===== src/rtl/audio_pkg.sv =====
// Shared definitions for the sound-effect capture and playback paths.
package audio_pkg;

  localparam int SAMPLE_W       = 8;
  localparam int ADDR_W         = 16;
  localparam int SAMPLE_RATE_HZ = 12000;

  typedef enum logic [1:0] {
    IDLE   = 2'd0,
    ARMED  = 2'd1,
    RECORD = 2'd2,
    DONE   = 2'd3
  } capture_state_t;

endpackage


===== src/rtl/audio_abs_threshold.sv =====
// Combinational |sample| >= threshold compare on a signed sample.
module audio_abs_threshold #(
  parameter int                SAMPLE_W  = audio_pkg::SAMPLE_W,
  parameter logic [SAMPLE_W:0] THRESHOLD = (SAMPLE_W + 1)'(8)
) (
  input  logic [SAMPLE_W-1:0] sample,
  output logic                loud
);

  logic [SAMPLE_W:0] sample_ext;
  logic [SAMPLE_W:0] magnitude;

  // One extra bit so the most negative sample (-128) maps to +128 rather than overflowing.
  always_comb begin
    sample_ext = {sample[SAMPLE_W-1], sample};
    magnitude  = sample_ext[SAMPLE_W] ? (~sample_ext + 1'b1) : sample_ext;
    loud       = (magnitude >= THRESHOLD);
  end

endmodule


===== src/rtl/audio_capture.sv =====
// Records 12 kHz signed samples into the shared sample BRAM, with optional
// threshold trigger, programmable length and early stop.
module audio_capture #(
  parameter int                SAMPLE_W  = audio_pkg::SAMPLE_W,
  parameter int                ADDR_W    = audio_pkg::ADDR_W,
  parameter int                MAX_LEN   = 65536,
  parameter logic [SAMPLE_W:0] THRESHOLD = (SAMPLE_W + 1)'(8)
) (
  input  logic                clk_in,
  input  logic                rst_n_in,
  input  logic                start_record_in,
  input  logic                stop_in,
  input  logic                trigger_en_in,
  input  logic [ADDR_W:0]     record_len_in,
  input  logic [SAMPLE_W-1:0] sample_in,
  input  logic                sample_valid_in,
  input  logic                signal_12khz,
  output logic [ADDR_W-1:0]   wr_addr_out,
  output logic [SAMPLE_W-1:0] wr_data_out,
  output logic                wr_en_out,
  output logic                busy_out,
  output logic                done_out,
  output logic [ADDR_W:0]     recorded_len_out,
  output logic [1:0]          state_out
);

  import audio_pkg::*;

  localparam logic [ADDR_W:0] MAX_LEN_W = (ADDR_W + 1)'(MAX_LEN);

  capture_state_t      state_q, state_d;
  logic [ADDR_W:0]     count_q, count_d, count_inc;
  logic [ADDR_W:0]     len_q, len_d, len_clamped;
  logic [ADDR_W:0]     rec_len_q, rec_len_d;
  logic [ADDR_W-1:0]   addr_q, addr_d;
  logic [SAMPLE_W-1:0] data_q, data_d;
  logic [SAMPLE_W-1:0] held_q, cur_sample;
  logic                wr_en_q, wr_en_d;
  logic                done_q, done_d;
  logic                loud;

  audio_abs_threshold #(
    .SAMPLE_W  (SAMPLE_W),
    .THRESHOLD (THRESHOLD)
  ) u_abs_threshold (
    .sample (cur_sample),
    .loud   (loud)
  );

  // A sample arriving in the strobe cycle bypasses the holding register.
  assign cur_sample  = sample_valid_in ? sample_in : held_q;
  assign count_inc   = count_q + 1'b1;
  assign len_clamped = ((record_len_in == '0) || (record_len_in > MAX_LEN_W)) ? MAX_LEN_W
                                                                               : record_len_in;

  always_comb begin
    state_d   = state_q;
    count_d   = count_q;
    len_d     = len_q;
    rec_len_d = rec_len_q;
    addr_d    = addr_q;
    data_d    = data_q;
    wr_en_d   = 1'b0;
    done_d    = 1'b0;

    unique case (state_q)
      IDLE, DONE: begin
        if (start_record_in) begin
          len_d     = len_clamped;
          count_d   = '0;
          rec_len_d = '0;
          state_d   = trigger_en_in ? ARMED : RECORD;
        end
      end

      ARMED: begin
        if (stop_in) begin
          state_d = IDLE;
        end else if (signal_12khz && loud) begin
          wr_en_d = 1'b1;
          addr_d  = '0;
          data_d  = cur_sample;
          count_d = (ADDR_W + 1)'(1);
          if (len_q == (ADDR_W + 1)'(1)) begin
            state_d   = DONE;
            done_d    = 1'b1;
            rec_len_d = (ADDR_W + 1)'(1);
          end else begin
            state_d = RECORD;
          end
        end
      end

      RECORD: begin
        // A stop that coincides with a strobe still keeps that final sample.
        if (signal_12khz) begin
          wr_en_d = 1'b1;
          addr_d  = count_q[ADDR_W-1:0];
          data_d  = cur_sample;
          count_d = count_inc;
          if ((count_inc == len_q) || stop_in) begin
            state_d   = DONE;
            done_d    = 1'b1;
            rec_len_d = count_inc;
          end
        end else if (stop_in) begin
          state_d   = DONE;
          done_d    = 1'b1;
          rec_len_d = count_q;
        end
      end

      default: state_d = IDLE;
    endcase
  end

  always_ff @(posedge clk_in or negedge rst_n_in) begin
    if (!rst_n_in) begin
      state_q   <= IDLE;
      count_q   <= '0;
      len_q     <= '0;
      rec_len_q <= '0;
      addr_q    <= '0;
      data_q    <= '0;
      wr_en_q   <= 1'b0;
      done_q    <= 1'b0;
      held_q    <= '0;
    end else begin
      state_q   <= state_d;
      count_q   <= count_d;
      len_q     <= len_d;
      rec_len_q <= rec_len_d;
      addr_q    <= addr_d;
      data_q    <= data_d;
      wr_en_q   <= wr_en_d;
      done_q    <= done_d;
      if (sample_valid_in) begin
        held_q <= sample_in;
      end
    end
  end

  assign wr_addr_out      = addr_q;
  assign wr_data_out      = data_q;
  assign wr_en_out        = wr_en_q;
  assign done_out         = done_q;
  assign recorded_len_out = rec_len_q;
  assign state_out        = state_q;
  assign busy_out         = (state_q == ARMED) || (state_q == RECORD);

endmodule


===== config.mk =====
export PLATFORM = sky130hd
export DESIGN_NAME = audio_capture
export DESIGN_NICKNAME = d
export VERILOG_FILES = /design/src/rtl/audio_pkg.sv /design/src/rtl/audio_abs_threshold.sv /design/src/rtl/audio_capture.sv
export SDC_FILE = /design/constraint.sdc
export NUM_CORES = 1
export LEC_CHECK = 0
export ABC_AREA = 1
export BUFFER_PORTS_ARGS = -buffer_cell sky130_fd_sc_hd__buf_2
export CAP_MARGIN = 30
export CORE_ASPECT_RATIO = 0.9
export CORE_MARGIN = 5
export CORE_UTILIZATION = 53
export DETAILED_ROUTE_END_ITERATION = 16
export GPL_TIMING_DRIVEN = 1
export MAX_ROUTING_LAYER = met4
export PLACE_DENSITY_LB_ADDON = 0.08
export SLEW_MARGIN = 20
export SYNTH_ARGS = -nofsm -noshare
export SYNTH_HDL_FRONTEND = slang
export SYNTH_SLANG_ARGS = --single-unit

===== constraint.sdc =====
create_clock -name clk_in -period 5.05 [get_ports clk_in]
set_input_delay 1.01 -clock clk_in [delete_from_list [all_inputs] [get_ports clk_in]]
set_output_delay 1.01 -clock clk_in [all_outputs]
set_load 0.1 [all_outputs]

Word-level counts from Yosys, hierarchy flattened
Index checks and enable logic that the tools add are counted.
Cells by class
  add/subtract/negate cells: 2
  magnitude comparators: 2
  equality and inequality tests: 13
  multiplexer cells: 43
  bitwise operators: 1
  reductions and logical operators: 13
Operators by type and width (number)
  two-way mux 17 bit: 11
  case mux 17 bit (3 select lines): 2
  two-way mux 16 bit: 3
  two-way mux 8 bit: 4
  case mux 16 bit (2 select lines): 1
  adder 17 x 1 -> 17 bit, second input constant: 1
  == test 17 x 1 -> 1 bit, second input constant: 1
  == test 17 bit: 1
  greater-than comparator 17 bit, second input constant: 1
  logical NOT 17 bit: 1
  case mux 8 bit (2 select lines): 1
  two-way mux 2 bit: 7
  AND reduction 4 bit: 3
  two-way mux 1 bit: 10
  inequality test 2 bit, second input constant: 5
  adder 9 x 1 -> 9 bit, second input constant: 1
  >= comparator 9 x 4 -> 1 bit, second input constant: 1
  two-way mux 9 bit: 1
  inequality test 3 bit, second input constant: 3
  NOT 9 bit: 1
  case mux 2 bit (3 select lines): 1
  AND reduction 6 bit: 1
  == test 2 bit, second input constant: 2
  case mux 1 bit (2 select lines): 2
  7 further kinds: 9
Word-level totals
  bits in registers: 87
  input bits: 32
  output and inout bits: 46
  word-level logic and storage cells: 83

Logic depth before layout (Yosys ltp)
Gate-level depths: netlist (run 1).
  depth after elaboration: 9
  gate-level depth with buffers: 19

By module
From an unflattened synthesis (run 1), not the netlist that was laid out.
Unflattened totals
  cells, all modules: 591
  area total of the unflattened synthesis: 4647.0 um^2
Modules (own cells, without submodules)
  audio_capture: times used 1, cells an instance 569, area an instance 4553.1 um^2, seq. area each 2177.1 um^2
  audio_abs_threshold: times used 1, cells an instance 22, area an instance 93.8 um^2, seq. area each 0.0 um^2

Worst setup path after synthesis (run 1)
No wires, ideal clock.
  path type: reg-to-reg
  start: register state_q[0], in the netlist state_out[0]
  end: register rec_len_q[10], in the netlist recorded_len_out[10]
  library setup time: 0.067 ns
  arrival: 3.376 ns
  required time: 4.983 ns
  path slack: 1.607 ns
  stages on the path, launching flop included: 13
  buffers on the path: 2
  clock period less this slack: 3.443 ns
  cell sequence: dfrtp_1 -> inv_1 -> ha_1 -> clkbuf_1 -> clkinv_1 -> nor2_1 -> a31oi_1 -> o21ai_0 -> nor2_4 -> nand2_4 -> buf_6 -> nand2_1 -> nand2_1
On the way
  word-level cells in the longest chain between the ends: 4
  elaborated cells on any way between the ends: 13
  those cells by class: eq/ne (9); mux (1); reduce/logical (3)
RTL lines
  from (decl): line audio_capture.sv:31  | capture_state_t state_q, state_d;
  from (signal assigned): line audio_capture.sv:129  | state_q <= state_d;
  == test 2 bit / logical NOT 2 bit (equally long branches): line audio_capture.sv:66  | unique case (state_q)
  OR reduction 2 bit: line audio_capture.sv:66
  inequality test 2 bit (no line)
  AND reduction 6 bit (no line)
  to (signal assigned): line audio_capture.sv:132  | rec_len_q <= rec_len_d;
  to (decl): line audio_capture.sv:34  | logic [ADDR_W:0] rec_len_q, rec_len_d;
Several ways; a longest one is shown, not always the timed one.
A chain may end at the register's enable or synchronous reset.

Worst setup path after layout (run 1)
  start: register count_q[0]
  end: register rec_len_q[8], in the netlist recorded_len_out[8]
On the way
  word-level cells in the longest chain between the ends: 5
  elaborated cells on any way between the ends: 8
  those cells by class: add/sub (1); eq/ne (2); mux (3); reduce/logical (2)
RTL lines
  from (decl): line audio_capture.sv:32  | logic [ADDR_W:0] count_q, count_d, count_inc;
  from (signal assigned): line audio_capture.sv:130  | count_q <= count_d;
  adder 17 x 1 -> 17 bit *: line audio_capture.sv:52  | assign count_inc = count_q + 1'b1;
  == test 17 bit: line audio_capture.sv:101  | if ((count_inc == len_q) || stop_in) begin
  logical OR 1 bit: line audio_capture.sv:101
  inequality test 3 bit (no line)
  AND reduction 6 bit (no line)
Every way passes the cells marked *; elsewhere a longest branch is shown, timed or not. The select of a mux whose other input is x is not followed.

==> impl_metrics.env, run 1 <==
export IMPL_outcome="complete, no violations"
export IMPL_vias=4487
export IMPL_ys_ff_latch=87
export IMPL_groute_layer_met3_usage_pct=4.69
export IMPL_antenna_found_initial=0
export IMPL_synth_top_family_by_area="simple AND/OR/NAND/NOR gates"
export IMPL_grt_pass1_wl_mm=20.4
export IMPL_cap_violations=0
export IMPL_slew_headroom_pct=55.0
export IMPL_crit_end="recorded_len_out[8]"
export IMPL_final_nets=765
export IMPL_diodes=0
export IMPL_worst_slew_pin_slew_ns=0.671
export IMPL_rsz0062_at_grt="false"
export IMPL_drive_above_1_share_pct=15.6
export IMPL_cp_arrival_ns=3.19
export IMPL_initial_core_util_pct=55.1
export IMPL_instances_no_fill=851
export IMPL_dieArea_um2=11000
export IMPL_root_buffer="clkbuf_8"
export IMPL_report_power_total_mw=2.95
export IMPL_worstPathRequired_ns=5.30
export IMPL_period_share_pct=58.3
export IMPL_synth_top_area_share_pct=45.4
export IMPL_insertion_delay_ns=0.36
export IMPL_cts_htree_levels=3
export IMPL_ys_seq_area_share_pct=45.4
export IMPL_r2r_end="recorded_len_out[8]"
export IMPL_syn_area_per_cell_um2=7.26
export IMPL_worst_setup_path_start_kind="flip-flop"
export IMPL_die_h_um=100
export IMPL_min_path_type="reg -> reg"
export IMPL_synthAdderAreaFrac_pct=1.31
export IMPL_setup_viol=0
export IMPL_hold_viol=0
export IMPL_p_leak_nw=2.84
export IMPL_synth_most_common_cell="nand2_1"
export IMPL_syn_to_final_growth_pct=14.2
export IMPL_use_met1_pct=34.6
export IMPL_worstPathCellList="ha_1, nand2_1, nor2_2, nand2_2, o21ai_1, nand2_1, nand2_1, nand2_1, nor2_1, nand3_1, nand3_2, nand2_4, nand2_1, nand2_1"
export IMPL_drc=0
export IMPL_wl_per_cell_um=14.7
export IMPL_synth_compound_area_share_pct=11.7
export IMPL_pre_cts_slack_ns=1.57
export IMPL_skew_ns=0.00861
export IMPL_grt_max_degree=50
export IMPL_post_cts_buffers=0
export IMPL_port_buffers=77
export IMPL_r2r_start="count_q[0]"
export IMPL_fp_dieW_um=110
export IMPL_syn_nets=697
export IMPL_use_met2_pct=34.9
export IMPL_synth_common_cells="nand2_1, dfrtp_1, inv_1"
export IMPL_grt_overflow_total=0
export IMPL_coreArea_um2=8690
export IMPL_async_flop_share_pct=100
export IMPL_boundaryPins=78
export IMPL_critical_path_max_stage_delay_ns=0.52
export IMPL_power_density_nw_per_um2=540
export IMPL_dp_hpwl_mm=9.57
export IMPL_drtIter0Drc=370
export IMPL_synth_area_leaders="dfrtp_1, nand2_1, o21ai_0"
export IMPL_fp_row_count=32
export IMPL_cts_clk_slew_worst_paths_ns=0.09
export IMPL_drtPass1Iterations=6
export IMPL_syn_area_um2=4790
export IMPL_postCtsHoldBufs=0
export IMPL_ff2ff_path_depth=14
export IMPL_synthXorXnorAreaFrac_pct=0.366
export IMPL_synth_edf_count=0
export IMPL_grt_usage_pct=24.2
export IMPL_globalplace_congestion=0.974
export IMPL_yosysWarnings=0
export IMPL_grt_busiest_layer="met2"
export IMPL_dp_cells=835
export IMPL_synthCells=660
export IMPL_startpoint="count_q[0]"
export IMPL_timing_final_crit_period_ns=2.94
export IMPL_cts_tree="done"
export IMPL_ant_nets=0
export IMPL_tns_ns=0
export IMPL_hp_start="recorded_len_out[6]"
export IMPL_crit_fanout=21
export IMPL_synthDistinctLibCells=33
export IMPL_max_freq_ghz=0.340
export IMPL_postCtsResizedCells=0
export IMPL_critPathSlowestCell="dfrtp_1"
export IMPL_grt_pass1_vias=4156
export IMPL_viasPerCell=5.27
export IMPL_crit_top_cell="nand2_1"
export IMPL_yosys_area_share_simple_pct=32.3
export IMPL_setup_slack_ns=2.11
export IMPL_r2r_slack_ns=2.11
export IMPL_synth_mux_area_share_pct=0
export IMPL_cts_path_max_buffers=2
export IMPL_hold_ws_ns=0.471
export IMPL_worstSetupPathType="reg -> reg"
export IMPL_numCtsBuffers=9
export IMPL_cts_sinks=87
export IMPL_endpoint_kind="flip-flop"
export IMPL_synth_largest_area_cell="dfrtp_1"
export IMPL_drv_slew=0
export IMPL_ir_drop_mv=0.432
export IMPL_finalWirelength_mm=12.5
export IMPL_synthFlopType="dfrtp_1"
kinds of logic (layout without fill, tap and decap cells):
group | after synthesis | count (layout)
simple gates | 355 | 355
compound gates | 109 | 109
buf+inv | 102 | 174
flops | 87 | 87
fa+ha+maj | 5 | 5
xor+xnor | 2 | 2
cell type report:
cell class                 instances  area [um^2]
clock buffer                      10          138
clock inverter                     5         81.3
fill                             814         3220
inverter                          79          297
multi-input combinational        471         2190
sequential                        87         2180
tap                              119          149
timing repair buffer              80          438
critical path: cells and delay by family, from the launching register on:
| family | cells | cell delay (ns) |
|---|---|---|
| and+or+nand+nor | 12 | 1.80 |
| adders and majority gates | 1 | 0.32 |
| AOI/OAI and AO/OA | 1 | 0.19 |
| DFF | 1 | 0.52 |
cells in the final DEF (no fill, tap or decap), drive strengths merged, types with 2 or more instances in the layout:
cell type / count
a21oi: 19
ha: 5
o21a: 3
nor2: 35
clkbuf: 10
nor4: 5
nor3: 2
nand2: 230
clkinv: 4
a31oi: 2
buf: 80
nand3: 69
inv: 77
bufinv: 2
nand4: 12
dfrtp: 87
o21ai: 83
metal layers:
layer | wire length [um] | vias to the layer above
li1 | - | 2264
met1 | 5960 | 1998
met2 | 5250 | 194
met3 | 993 | 31
met4 | 265 | 0
met5 | 0 | -
through the flow:
step / area [um^2] / util [%]
2_1_floorplan: 4790 / -
3_3_place_gp: 5210 / 59.9
3_5_place_dp: 5240 / 60.3
4_1_cts: 5450 / 62.8
5_1_grt: 5470 / 62.9
6_report: 5470 / 62.9
power by group:
| group | internal (mW) | switching (mW) | total (mW) |
|---|---|---|---|
| clock network | 0.290 | 0.251 | 0.541 |
| logic | 0.287 | 1.21 | 1.50 |
| registers | 0.831 | 0.0829 | 0.914 |
| total | 1.41 | 1.54 | 2.95 |
state kept, by name (all words and copies together), names as in the netlist:
signal / flops
wr_en_out: 1
done_out: 1
count_q: 17
recorded_len_out: 17
len_q: 17
wr_addr_out: 16
wr_data_out: 8
held_q: 8
state_out: 2
worst min path at each step:
stage / endpoint / slack [ns] / cells past startpoint
after floorplan: held_q[5] / 0.47 / 2
after global placement: recorded_len_out[12] / 0.45 / 2
after detailed placement: recorded_len_out[0] / 0.45 / 2
after CTS: recorded_len_out[0] / 0.47 / 2
after global routing: recorded_len_out[11] / 0.49 / 2
final: recorded_len_out[6] / 0.47 / 2
(Power assumes the default switching activity.)
==> run 2, diff against run 1 <==
CORE_UTILIZATION = 51   (was 53)
clock period = 2.7 ns   (was 5.05 ns; I/O delays follow)
==> run 2 against run 1 <==
  * Combinational power increased by 94%
  * Flip-flop and latch count stayed put
  * Clock skew is 0.0027 ns higher
  * Setup slack worse by 1.8 ns
  * Count of clock-buffer cells in the layout up 1
  * Largest cell class unchanged
==> impl_metrics.env, run 2 (synthesized netlist as in run 1, its figures left out) <==
export IMPL_dp_cells=853
export IMPL_globalplace_congestion=0.999
export IMPL_postCtsResizedCells=0
export IMPL_pre_cts_slack_ns=0.168
export IMPL_grt_max_degree=45
export IMPL_cts_clk_slew_worst_paths_ns=0.09
export IMPL_min_path_type="in -> async"
export IMPL_finalWirelength_mm=12.8
export IMPL_diodes=0
export IMPL_worstSetupPathType="reg -> out"
export IMPL_ant_nets=0
export IMPL_drtPass1Iterations=5
export IMPL_wl_per_cell_um=14.7
export IMPL_fp_dieW_um=112
export IMPL_crit_fanout=9
export IMPL_cts_htree_levels=3
export IMPL_root_buffer="clkbuf_8"
export IMPL_r2r_slack_ns=0.35
export IMPL_skew_ns=0.0113
export IMPL_worst_slew_pin_slew_ns=0.552
export IMPL_cts_sinks=87
export IMPL_antenna_found_initial=0
export IMPL_dp_hpwl_mm=9.94
export IMPL_grt_pass1_wl_mm=21.5
export IMPL_setup_slack_ns=0.334
export IMPL_timing_final_crit_period_ns=2.37
export IMPL_worst_setup_path_start_kind="flip-flop"
export IMPL_worstPathRequired_ns=2.16
export IMPL_numCtsBuffers=9
export IMPL_power_density_nw_per_um2=996
export IMPL_grt_usage_pct=24.3
export IMPL_p_sw_mw=2.91
export IMPL_rsz0062_at_grt="false"
export IMPL_final_common_cell="nand2_1"
export IMPL_max_freq_ghz=0.423
export IMPL_ff2ff_path_depth=14
export IMPL_tns_ns=0
export IMPL_coreArea_um2=9130
export IMPL_setup_viol=0
export IMPL_syn_to_final_growth_pct=16.5
export IMPL_groute_layer_met3_usage_pct=5.33
export IMPL_swShare_pct=52.4
export IMPL_drtIter0Drc=373
export IMPL_ir_drop_mv=0.677
export IMPL_drc=0
export IMPL_fill_cells=901
export IMPL_boundaryPins=78
export IMPL_power_frac_seq_pct=30.7
export IMPL_worstPathCellList="inv_1, ha_1, clkinv_4, buf_2"
export IMPL_instances_no_fill=869
export IMPL_r2r_end="recorded_len_out[16]"
export IMPL_place_area_um2=5370
export IMPL_cp_arrival_ns=1.83
export IMPL_viasPerCell=5.21
export IMPL_port_buffers=77
export IMPL_p_leak_nw=2.91
export IMPL_fp_row_count=33
export IMPL_area_sequential_um2=2180
export IMPL_period_share_pct=87.6
export IMPL_cts_tree="done"
export IMPL_cap_violations=0
export IMPL_grt_overflow_total=0
export IMPL_grt_busiest_layer="met2"
export IMPL_combPwrFrac_pct=52.3
export IMPL_hold_viol=0
export IMPL_critPathSlowestCell="ha_1"
export IMPL_slew_headroom_pct=63.2
export IMPL_critical_path_max_stage_delay_ns=0.44
export IMPL_use_met2_pct=35.0
export IMPL_final_nets=779
export IMPL_p_int_mw=2.65
export IMPL_dieArea_um2=11400
export IMPL_drive_above_1_share_pct=17.4
export IMPL_cts_path_max_buffers=2
export IMPL_drv_slew=0
export IMPL_grt_pass1_vias=4250
export IMPL_stdcell_area_um2=5580
export IMPL_post_cts_buffers=0
export IMPL_final_cell_mix="nand2_1, dfrtp_1, buf_2"
export IMPL_multi_input_area_um2=2190
export IMPL_outcome="complete, no violations"
export IMPL_r2r_start="count_q[1]"
export IMPL_report_power_total_mw=5.56
export IMPL_die_h_um=102
export IMPL_postCtsHoldBufs=0
export IMPL_use_met1_pct=34.8
export IMPL_insertion_delay_ns=0.36
export IMPL_power_clock_fraction_pct=17.0
export IMPL_vias=4528
export IMPL_initial_core_util_pct=52.5
export IMPL_endpoint_kind="primary output"
-- run 2: cell count changes in the layout (fill, tap and decap cells not counted), moves of 2 or more --
| cell | previous run | this run |
|---|---|---|
| buf_12 | 0 | 3 |
| buf_4 | 2 | 15 |
| clkinv_4 | 0 | 3 |
| dfrtp_1 | 87 | 85 |
| dfrtp_2 | 0 | 2 |
-- run 2: worst max path at each step --
stage,start,end,slack [ns],depth (start not counted)
2_1_floorplan,state_out[0],recorded_len_out[10],0.13,12
3_3_place_gp,sample_valid_in,recorded_len_out[4],0.23,17
3_5_place_dp,sample_valid_in,recorded_len_out[16],0.17,18
4_1_cts,state_out[0],busy_out,0.33,4
5_1_grt,count_q[1],recorded_len_out[9],0.06,16
6_report,state_out[0],busy_out,0.33,4
-- run 2: final cells by class --
cell class / instances / area share (%)
timing repair buffer: 94 / 9.91
multi-input combinational: 471 / 39.2
clock buffer: 11 / 2.53
inverter: 79 / 5.40
sequential: 87 / 39.0
tap: 122 / 2.73
clock inverter: 5 / 1.19
-- run 2: power by group through the flow --
stage | Combinational [mW] | Sequential [mW] | Clock, mW
after CTS | 2.91 | 1.70 | 0.974
after global routing | 3.15 | 1.74 | 1.03
after global placement | 2.89 | 1.72 | 0
final | 2.91 | 1.70 | 0.947
after detailed placement | 2.90 | 1.73 | 0
after floorplan | 1.33 | 2.68 | 0
-- run 2: per-stage QoR --
| step | hold slack [ns] | utilization, % |
|---|---|---|
| after floorplan | 0.244 | - |
| after global placement | 0.451 | 58.9 |
| after detailed placement | 0.454 | 58.9 |
| after CTS | 0.165 | 61.2 |
| after global routing | 0.188 | 61.2 |
| final | 0.151 | 61.2 |
-- run 2: critical path: cells and delay by family (launching register included) --
kind	cells	cell delay [ns]
flops	1	0.40
buf+inv	3	0.62
fa+ha+maj	1	0.44
-- run 2: routing by layer --
metal,vias to the layer above,part of all wire (%)
li1,2286,-
met1,2057,48
met2,167,42
met3,18,8.1
met4,0,1.9
met5,-,0
==> run 3, diff against run 2 <==
SYNTH_HIERARCHICAL = 1   (was default)
==> run 3 against run 2 <==
  * Flip-flop and latch count stayed put
  * Core utilization is 0.23 points higher
  * Global-route usage is 0.43 points lower
  * Synthesized cell count is 10% lower
==> impl_metrics.env, run 3 <==
export IMPL_final_nets=715
export IMPL_r2r_end="recorded_len_out[0]"
export IMPL_synth_most_common_cell="nand2_1"
export IMPL_synth_area_leaders="dfrtp_1, nand2_1, nand3_1"
export IMPL_report_power_total_mw=5.65
export IMPL_diodes=0
export IMPL_synth_top_area_share_pct=46.8
export IMPL_instances_no_fill=805
export IMPL_period_share_pct=92.0
export IMPL_power_density_nw_per_um2=1020
export IMPL_cts_tree="done"
export IMPL_worstPathRequired_ns=3.01
export IMPL_grt_usage_pct=23.9
export IMPL_initial_core_util_pct=51.6
export IMPL_outcome="complete, no violations"
export IMPL_crit_top_cell="nand2_1"
export IMPL_boundaryPins=78
export IMPL_max_freq_ghz=0.403
export IMPL_cts_sinks=87
export IMPL_worst_slew_pin_slew_ns=0.517
export IMPL_worstPathCellList="ha_1, nand3_2, inv_2, nand2_1, nor2_1, nand2_1, nand2_1, nand2_1, nand2_1, nand2_1, nor2_1, nand3_2, nand3_2, buf_4, nand3_1, nand2_1"
export IMPL_setup_slack_ns=0.217
export IMPL_dieArea_um2=11100
export IMPL_postCtsHoldBufs=0
export IMPL_dp_cells=789
export IMPL_fp_row_count=33
export IMPL_critPathTopFamily="simple AND/OR/NAND/NOR gates"
export IMPL_fill_cells=873
export IMPL_r2r_slack_ns=0.22
export IMPL_die_h_um=101
export IMPL_pre_cts_slack_ns=-0.00154
export IMPL_cts_clk_slew_worst_paths_ns=0.10
export IMPL_cap_violations=0
export IMPL_wl_per_cell_um=15.6
export IMPL_cp_arrival_ns=2.79
export IMPL_synth_largest_area_cell="dfrtp_1"
export IMPL_grt_pass1_wl_mm=20.8
export IMPL_final_cell_mix="nand2_1, dfrtp_1, buf_2"
export IMPL_min_path_type="in -> async"
export IMPL_port_buffers=77
export IMPL_globalplace_congestion=0.910
export IMPL_antenna_found_initial=0
export IMPL_critical_path_max_stage_delay_ns=0.43
export IMPL_endpoint_kind="flip-flop"
export IMPL_viasPerCell=5.38
export IMPL_skew_ns=0.00766
export IMPL_fp_dieW_um=111
export IMPL_ff2ff_path_depth=16
export IMPL_synth_edf_count=0
export IMPL_async_flop_share_pct=100
export IMPL_synthDistinctLibCells=36
export IMPL_setup_viol=0
export IMPL_timing_final_crit_period_ns=2.48
export IMPL_cts_path_max_buffers=2
export IMPL_final_common_cell="nand2_1"
export IMPL_finalWirelength_mm=12.5
export IMPL_tns_ns=0
export IMPL_slew_headroom_pct=65.5
export IMPL_grt_pass1_vias=4219
export IMPL_syn_nets=628
export IMPL_ant_nets=0
export IMPL_crit_fanout=17
export IMPL_yosysWarnings=6
export IMPL_syn_to_final_growth_pct=18.9
export IMPL_syn_area_um2=4650
export IMPL_drc=0
export IMPL_insertion_delay_ns=0.36
export IMPL_rsz0062_at_grt="false"
export IMPL_vias=4330
export IMPL_grt_overflow_total=0
export IMPL_drtPass1Iterations=5
export IMPL_grt_max_degree=50
export IMPL_synthCells=591
export IMPL_critPathSlowestCell="dfrtp_1"
export IMPL_post_cts_buffers=0
export IMPL_ys_seq_area_share_pct=46.8
export IMPL_dp_hpwl_mm=9.73
export IMPL_coreArea_um2=9000
export IMPL_ys_ff_latch=87
export IMPL_worst_setup_path_start_kind="flip-flop"
export IMPL_r2r_start="count_q[1]"
export IMPL_synth_common_cells="nand2_1, dfrtp_1, nand3_1"
export IMPL_drv_slew=0
export IMPL_hold_viol=0
export IMPL_cts_htree_levels=3
export IMPL_p_leak_nw=2.81
export IMPL_worstSetupPathType="reg -> reg"
export IMPL_drtIter0Drc=223
export IMPL_syn_area_per_cell_um2=7.86
export IMPL_ir_drop_mv=0.770
export IMPL_numCtsBuffers=9
export IMPL_root_buffer="clkbuf_8"
export IMPL_synthFlopType="dfrtp_1"
export IMPL_critical_path_buf_inv_count=2
export IMPL_drive_above_1_share_pct=22.8
export IMPL_postCtsResizedCells=0
[run 3: cell count changes after synthesis, sizes merged, moves of 7 or more]
cell / before / now
a21oi: 19 / 8
o22ai: 0 / 15
nand2: 230 / 152
nor2: 35 / 47
a211oi: 0 / 7
o21ai: 83 / 63
mux2: 0 / 16
[run 3: worst max path at each step]
stage,from,endpoint,slack (ns),cells past startpoint
after CTS,count_q[1],recorded_len_out[0],0.22,14
final,count_q[1],recorded_len_out[0],0.22,16
after detailed placement,sample_valid_in,wr_data_out[0],-0.002,15
after global placement,sample_valid_in,wr_data_out[0],0.08,15
after global routing,count_q[1],recorded_len_out[10],0.005,16
after floorplan,state_out[0],recorded_len_out[10],0.02,11
[run 3: metrics by stage]
step	instance area [um^2]	utilization (%)	hold WS, ns
after CTS	5520	61.4	0.152
after detailed placement	5340	59.3	0.456
after global routing	5530	61.4	0.172
after global placement	5340	59.3	0.454
after floorplan	4700	-	0.244
final	5530	61.4	0.134
[run 3: layer usage]
layer / wire length (um) / up-vias / GRT usage (%)
li1: - / 2136 / -
met1: 5520 / 2073 / 30.0
met2: 6250 / 105 / 39.8
met3: 576 / 16 / 3.78
met4: 175 / 0 / 8.14
met5: 0 / - / -
[run 3: layout make-up]
| cell class | count | area, um^2 | area share [%] |
|---|---|---|---|
| tap | 122 | 153 | 2.76 |
| timing repair buffer | 96 | 581 | 10.5 |
| sequential | 87 | 2180 | 39.5 |
| clock buffer | 9 | 124 | 2.24 |
| clock inverter | 7 | 63.8 | 1.15 |
| inverter | 71 | 270 | 4.89 |
| multi-input combinational | 413 | 2150 | 38.9 |
[run 3: where the power goes]
group,switching (mW),internal (mW),total (mW)
clock,0.535,0.357,0.892
sequential,0.157,1.57,1.72
combinational,2.30,0.735,3.04
total,2.99,2.66,5.65
[run 3: cells by family after synthesis]
| group | share of synthesized area, % |
|---|---|
| xor+xnor | 0.377 |
| simple gates | 27.2 |
| mux | 3.88 |
| buf+inv | 7.75 |
| fa+ha+maj | 1.35 |
| flops | 46.8 |
| compound gates | 12.6 |
